$ cat src/rtl/uart_pkg.sv
// Shared definitions for the UART receive path: FSM states, supported
// oversampling ratios and frame-level constants.
package uart_pkg;

    typedef enum logic [2:0] {
        IDLE,
        START,
        DATA,
        PARITY,
        STOP
    } rx_state_e;

    localparam int PRESCALE_8  = 8;
    localparam int PRESCALE_16 = 16;
    localparam int PRESCALE_32 = 32;

    localparam int   DATA_BITS = 8;
    localparam logic START_BIT = 1'b0;
    localparam logic STOP_BIT  = 1'b1;

endpackage

$ cat src/rtl/uart_rx_data_sampling.sv
// Three-point majority vote around the middle of a bit period; the voted
// bit is registered and valid from edge_cnt = prescale/2 + 2 onwards.
module uart_rx_data_sampling
    import uart_pkg::*;
#(
    parameter int prescale_width = 6
) (
    input  logic                      clk,
    input  logic                      rst,
    input  logic [prescale_width-1:0] prescale,
    input  logic [prescale_width-1:0] edge_cnt,
    input  logic                      rx_in,
    output logic                      sampled_bit
);

    logic [prescale_width-1:0] half;
    logic                      sample_0;
    logic                      sample_1;

    assign half = prescale >> 1;

    always_ff @(posedge clk) begin
        if (!rst) begin
            sample_0    <= STOP_BIT;
            sample_1    <= STOP_BIT;
            sampled_bit <= STOP_BIT;
        end else begin
            if (edge_cnt == half - prescale_width'(1)) begin
                sample_0 <= rx_in;
            end
            if (edge_cnt == half) begin
                sample_1 <= rx_in;
            end
            // Third sample is taken live and voted in the same edge.
            if (edge_cnt == half + prescale_width'(1)) begin
                sampled_bit <= (sample_0 & sample_1) | (sample_0 & rx_in) | (sample_1 & rx_in);
            end
        end
    end

endmodule

$ cat src/rtl/uart_rx_top.sv
// UART receiver: start/data/optional parity/stop framing with run-time
// oversampling; reports a good frame, a parity error or a stop error.
module uart_rx_top
    import uart_pkg::*;
#(
    parameter int input_width    = DATA_BITS,
    parameter int prescale_width = 6
) (
    input  logic                      clk,
    input  logic                      rst,
    input  logic                      rx_in,
    input  logic [prescale_width-1:0] prescale,
    input  logic                      par_en,
    input  logic                      par_typ,
    output logic [input_width-1:0]    p_data,
    output logic                      data_valid,
    output logic                      par_err,
    output logic                      stp_err
);

    localparam int bit_cnt_width = $clog2(input_width + 1);

    rx_state_e                 state;
    logic [prescale_width-1:0] edge_cnt;
    logic [bit_cnt_width-1:0]  bit_cnt;
    logic [prescale_width-1:0] p_norm;
    logic [prescale_width-1:0] p_lat;
    logic                      par_en_lat;
    logic                      par_typ_lat;
    logic                      par_mismatch;
    logic [input_width-1:0]    shift_reg;
    logic                      sampled_bit;
    logic                      at_decide;
    logic                      at_last;

    // NOTE: every branch assigns p_norm (default arm included), so no latch is inferred.
    always_comb begin
        case (prescale)
            prescale_width'(PRESCALE_16): p_norm = prescale_width'(PRESCALE_16);
            prescale_width'(PRESCALE_32): p_norm = prescale_width'(PRESCALE_32);
            default:                      p_norm = prescale_width'(PRESCALE_8);
        endcase
    end

    assign at_decide = (edge_cnt == (p_lat >> 1) + prescale_width'(2));
    assign at_last   = (edge_cnt == p_lat - prescale_width'(1));

    uart_rx_data_sampling #(
        .prescale_width(prescale_width)
    ) u_sampling (
        .clk        (clk),
        .rst        (rst),
        .prescale   (p_lat),
        .edge_cnt   (edge_cnt),
        .rx_in      (rx_in),
        .sampled_bit(sampled_bit)
    );

    always_ff @(posedge clk) begin
        if (!rst) begin
            state        <= IDLE;
            edge_cnt     <= '0;
            bit_cnt      <= '0;
            p_lat        <= prescale_width'(PRESCALE_8);
            par_en_lat   <= 1'b0;
            par_typ_lat  <= 1'b0;
            par_mismatch <= 1'b0;
            shift_reg    <= '0;
            p_data       <= '0;
            data_valid   <= 1'b0;
            par_err      <= 1'b0;
            stp_err      <= 1'b0;
        end else begin
            // NOTE: non-blocking defaults first; a later assignment in the same block wins.
            data_valid <= 1'b0;
            par_err    <= 1'b0;
            stp_err    <= 1'b0;
            edge_cnt   <= edge_cnt + 1'b1;

            case (state)
                IDLE: begin
                    edge_cnt <= '0;
                    bit_cnt  <= '0;
                    if (rx_in == START_BIT) begin
                        state        <= START;
                        p_lat        <= p_norm;
                        par_en_lat   <= par_en;
                        par_typ_lat  <= par_typ;
                        par_mismatch <= 1'b0;
                    end
                end
                START: begin
                    if (at_decide && sampled_bit != START_BIT) begin
                        state    <= IDLE;
                        edge_cnt <= '0;
                    end else if (at_last) begin
                        state    <= DATA;
                        edge_cnt <= '0;
                    end
                end
                DATA: begin
                    if (at_decide) begin
                        shift_reg <= {sampled_bit, shift_reg[input_width-1:1]};
                    end
                    if (at_last) begin
                        edge_cnt <= '0;
                        bit_cnt  <= bit_cnt + 1'b1;
                        if (bit_cnt == bit_cnt_width'(input_width - 1)) begin
                            bit_cnt <= '0;
                            state   <= par_en_lat ? PARITY : STOP;
                        end
                    end
                end
                PARITY: begin
                    if (at_decide) begin
                        par_mismatch <= sampled_bit != (par_typ_lat ? ~^shift_reg : ^shift_reg);
                    end
                    if (at_last) begin
                        state    <= STOP;
                        edge_cnt <= '0;
                    end
                end
                STOP: begin
                    // Leave mid stop bit so a start bit right after it is caught.
                    if (at_decide) begin
                        state    <= IDLE;
                        edge_cnt <= '0;
                        if (sampled_bit != STOP_BIT) begin
                            stp_err <= 1'b1;
                        end else if (par_mismatch) begin
                            par_err <= 1'b1;
                        end else begin
                            data_valid <= 1'b1;
                            p_data     <= shift_reg;
                        end
                    end
                end
                default: begin
                    state    <= IDLE;
                    edge_cnt <= '0;
                end
            endcase
        end
    end

endmodule
$ cat config.mk
export PLATFORM = sky130hd
export DESIGN_NAME = uart_rx_top
export DESIGN_NICKNAME = d
export VERILOG_FILES = /design/src/rtl/uart_pkg.sv /design/src/rtl/uart_rx_data_sampling.sv /design/src/rtl/uart_rx_top.sv
export SDC_FILE = /design/constraint.sdc
export NUM_CORES = 1
export LEC_CHECK = 0
export ABC_CLOCK_PERIOD_IN_PS = 1700
export BUFFER_PORTS_ARGS = -buffer_cell sky130_fd_sc_hd__buf_2
export CAP_MARGIN = 20
export CORE_AREA = 5 5 70 72
export CTS_BUF_LIST = sky130_fd_sc_hd__clkbuf_16
export DETAILED_ROUTE_END_ITERATION = 10
export DIE_AREA = 0 0 75 77
export MAX_ROUTING_LAYER = met4
export PLACE_DENSITY = 0.84
export SYNTH_ARGS = -nofsm -noshare
export SYNTH_HDL_FRONTEND = slang
export SYNTH_SLANG_ARGS = --single-unit
$ cat constraint.sdc
create_clock -name clk -period 1.7 [get_ports clk]
set_input_delay 0.17 -clock clk [delete_from_list [all_inputs] [get_ports clk]]
set_output_delay 0.17 -clock clk [all_outputs]
set_load 0.02 [all_outputs]
==> results.toml <==
[place]
post_dp_cell_area_sq_mm = 0.00243
dp_cells = 314
hpwl_mm = 3.15
port_buffers = 21
place_congestion = 0.903

[power_and_ir_drop]
power_leakage_uw = 0.00121
power_density_mw_per_mm2 = 1070
finalPower_uw = 3040
vdd.ir_drop.worst_v = 0.000509

[critical_path]
r2r-start = "edge_cnt[2]"
cp.depth = 5
critPathMaxStageDelay_ns = 0.45
reg2reg_setup_slack_ns = -0.11
cp.required_ns = 1.87
critPathLaunchType = "register"
crit_family = "simple AND/OR/NAND/NOR gates"
crit_arrival_ns = 1.98
cp_cell_sequence = "xor2_2, nor4_4, or4_1, nand2b_1, o2111a_1"
endpoint = "state[1]"
reg2reg_depth = 5
worstSetupPathType = "register to register"
crit_start = "edge_cnt[2]"
cp-end-kind = "register"
r2r_end = "state[1]"
worstPathMaxFanout = 5
cp_slowest_cell = "or4_1"
worst-path-buf-inv = 0

[logic_synthesis]
yosys.area.top_type_share_pct = 38.7
synth-main-ff-cell = "dfxtp_1"
synth_area_leaders = "dfxtp_1, mux2i_1, nor2b_1"
synth.yosys.seq_area_share_pct = 38.7
yosysWarnings = 0
synth_top_area_cell = "dfxtp_1"
synth-async-reset-ratio_pct = 0
synth-edff-count = 0
synthCells = 228
syn_area_sq_mm = 0.00212
ys_ff_latch = 41
syn_nets = 245
syn_area_per_cell_sq_um = 9.30
synth_cell_types = 46

[cells_and_area]
drive_gt1_share_pct = 35.2
antenna_cells = 0
fin_util_pct = 67.0
fin_area_sq_mm = 0.00284
fin_cells = 333
final_net_count = 297
area_growth_syn_to_layout_pct = 33.8
filler_cell_count = 304

[clock_network]
cts.sinks = 41
cts_root_buf = "clkbuf_16"
clkLatencyLatePin_ns = 0.29
htreeDepth = 2
clkTransAtPathRegs_ns = 0.06
cts_tree = "done"
clock_path_buffers = 2
cts_made_buffers = 5

[floorplanning]
io_pins = 22
die_y_microns = 77
die_area_sq_mm = 0.00578
die_x_microns = 75
start_util_pct = 50.1
std_cell_rows = 24
core_sq_mm = 0.00423

[drt]
postRouteAntennaNets = 0
drt_wl_total_mm = 5.17
vias = 1817
routedWlPerCell_microns = 15.5
drc = 0
drt_iter0_markers = 129
dr.pass1.iters = 5
viasPerCell = 5.46

[timing]
hold-worst-slack_ns = 0.144
period_minus_slack_ns = 1.81
rsz0062_at_grt = "true"
max_freq_mhz = 553
finalWorstSetupSlack_ns = -0.110
finalMaxSlewViolations = 0
min_period_over_period_pct = 106
fin_skew_ns = 0.00680
slew_headroom_pct = 69.3
timing.final.hold_violations = 0
final-setup-viol-count = 9
worst_slew_pin_slew_ns = 0.457

[flow_run]
maxCapViolations = 0

[worst_hold_path]
hold_class = "input pin to register"
holdCritStartpoint = "par_typ"

[global_routing]
grt_max_degree = 27
grt_first_pass_wirelength_mm = 8.31
first_global_vias = 1780
antenna_found_initial = 0
grt_overflow_total = 0
grt_util_all_layers_pct = 19.5

[status]
violations = "negative setup slack"
outcome = "finished with violations"
-- metal layers --
metal,up-vias,global-route usage [%],wire length [microns]
li1,881,-,-
met1,849,22.2,2100
met2,70,31.1,2570
met3,17,4.44,296
met4,0,10.5,210
met5,-,-,0
-- worst min-delay path by stage --
stage,endpoint,slack [ns],depth (start not counted)
2_1_floorplan,u_sampling.sample_0,0.30,2
3_3_place_gp,par_typ_lat,0.43,3
3_5_place_dp,par_typ_lat,0.44,3
4_1_cts,par_typ_lat,0.15,3
5_1_grt,par_en_lat,0.15,3
6_report,par_typ_lat,0.14,3
-- cell usage after synthesis (all sizes together) (3+ instances only) --
library cell  instances
nor4                  4
o21ai                 5
nand2                24
nor3                  3
a21oi                 4
inv                   7
nor2                 18
mux2i                18
a21boi                5
xnor2                10
nor2b                18
nand3                11
xor2                 11
ha                    6
o211ai                3
clkbuf                6
nand3b                3
dfxtp                41
o311ai                3
buf                   5
-- area by class of cell --
| class | count | area, sq um | share of cell area (%) |
|---|---|---|---|
| multi-input combinational | 169 | 1330 | 46.8 |
| sequential | 41 | 832 | 29.3 |
| timing repair buffer | 56 | 394 | 13.9 |
| clock buffer | 6 | 150 | 5.30 |
| tap | 52 | 65.1 | 2.29 |
| clock inverter | 2 | 35.0 | 1.24 |
| inverter | 7 | 31.3 | 1.10 |
-- what timing repair did --
item,4_1_cts,5_1_grt
gates resized for setup,21,22
hold buffers,0,0
gates cloned,1,0
pin swaps,10,12
buffers inserted,8,2
setup endpoints to repair,15,33
-- report_power, final --
part | internal (uW) | switching [uW]
Combinational | 362 | 448
Clock | 779 | 381
Sequential | 1010 | 58.6
Total | 2150 | 887
-- stage by stage --
step	TNS, ns	setup WS, ns
after CTS	0	0.00187
after detailed placement	-0.217	-0.103
after floorplan	0	0.0179
after global routing	-1.79	-0.146
final	-0.341	-0.110
after global placement	-0.0404	-0.0404
-- placed cells by master (no fill, tap or decap), drive strengths merged, types with 2 or more instances in the layout --
master and count:
a21boi 5, a21oi 4, and2 2, buf 56, clkbuf 6, dfxtp 41, ha 6, inv 7
mux2i 18, nand2 24, nand2b 2, nand3 11, nand3b 3, nand4b 2, nor2 18, nor2b 18
nor3 3, nor3b 2, nor4 4, o211ai 3, o21ai 5, o311ai 3, xnor2 10, xnor3 2
xor2 11
-- worst reg2reg max path: stages (launching register included) --
cell and delay (ns):
dfxtp_1 0.40, xor2_2 0.38, nor4_4 0.13, or4_1 0.46, nand2b_1 0.18, o2111a_1 0.15
-- kinds of logic after synthesis --
kind of cell             after synthesis  share of synthesized area (%)
buffers and inverters                 18                           3.54
XOR/XNOR                              23                           11.9
multiplexers                          18                           8.50
AND/OR/NAND/NOR                       94                           23.9
adder cells (fa/ha/maj)                6                           3.54
AO/OA/AOI/OAI                         28                           9.92
flip-flops                            41                           38.7
(Power assumes the default switching activity.)
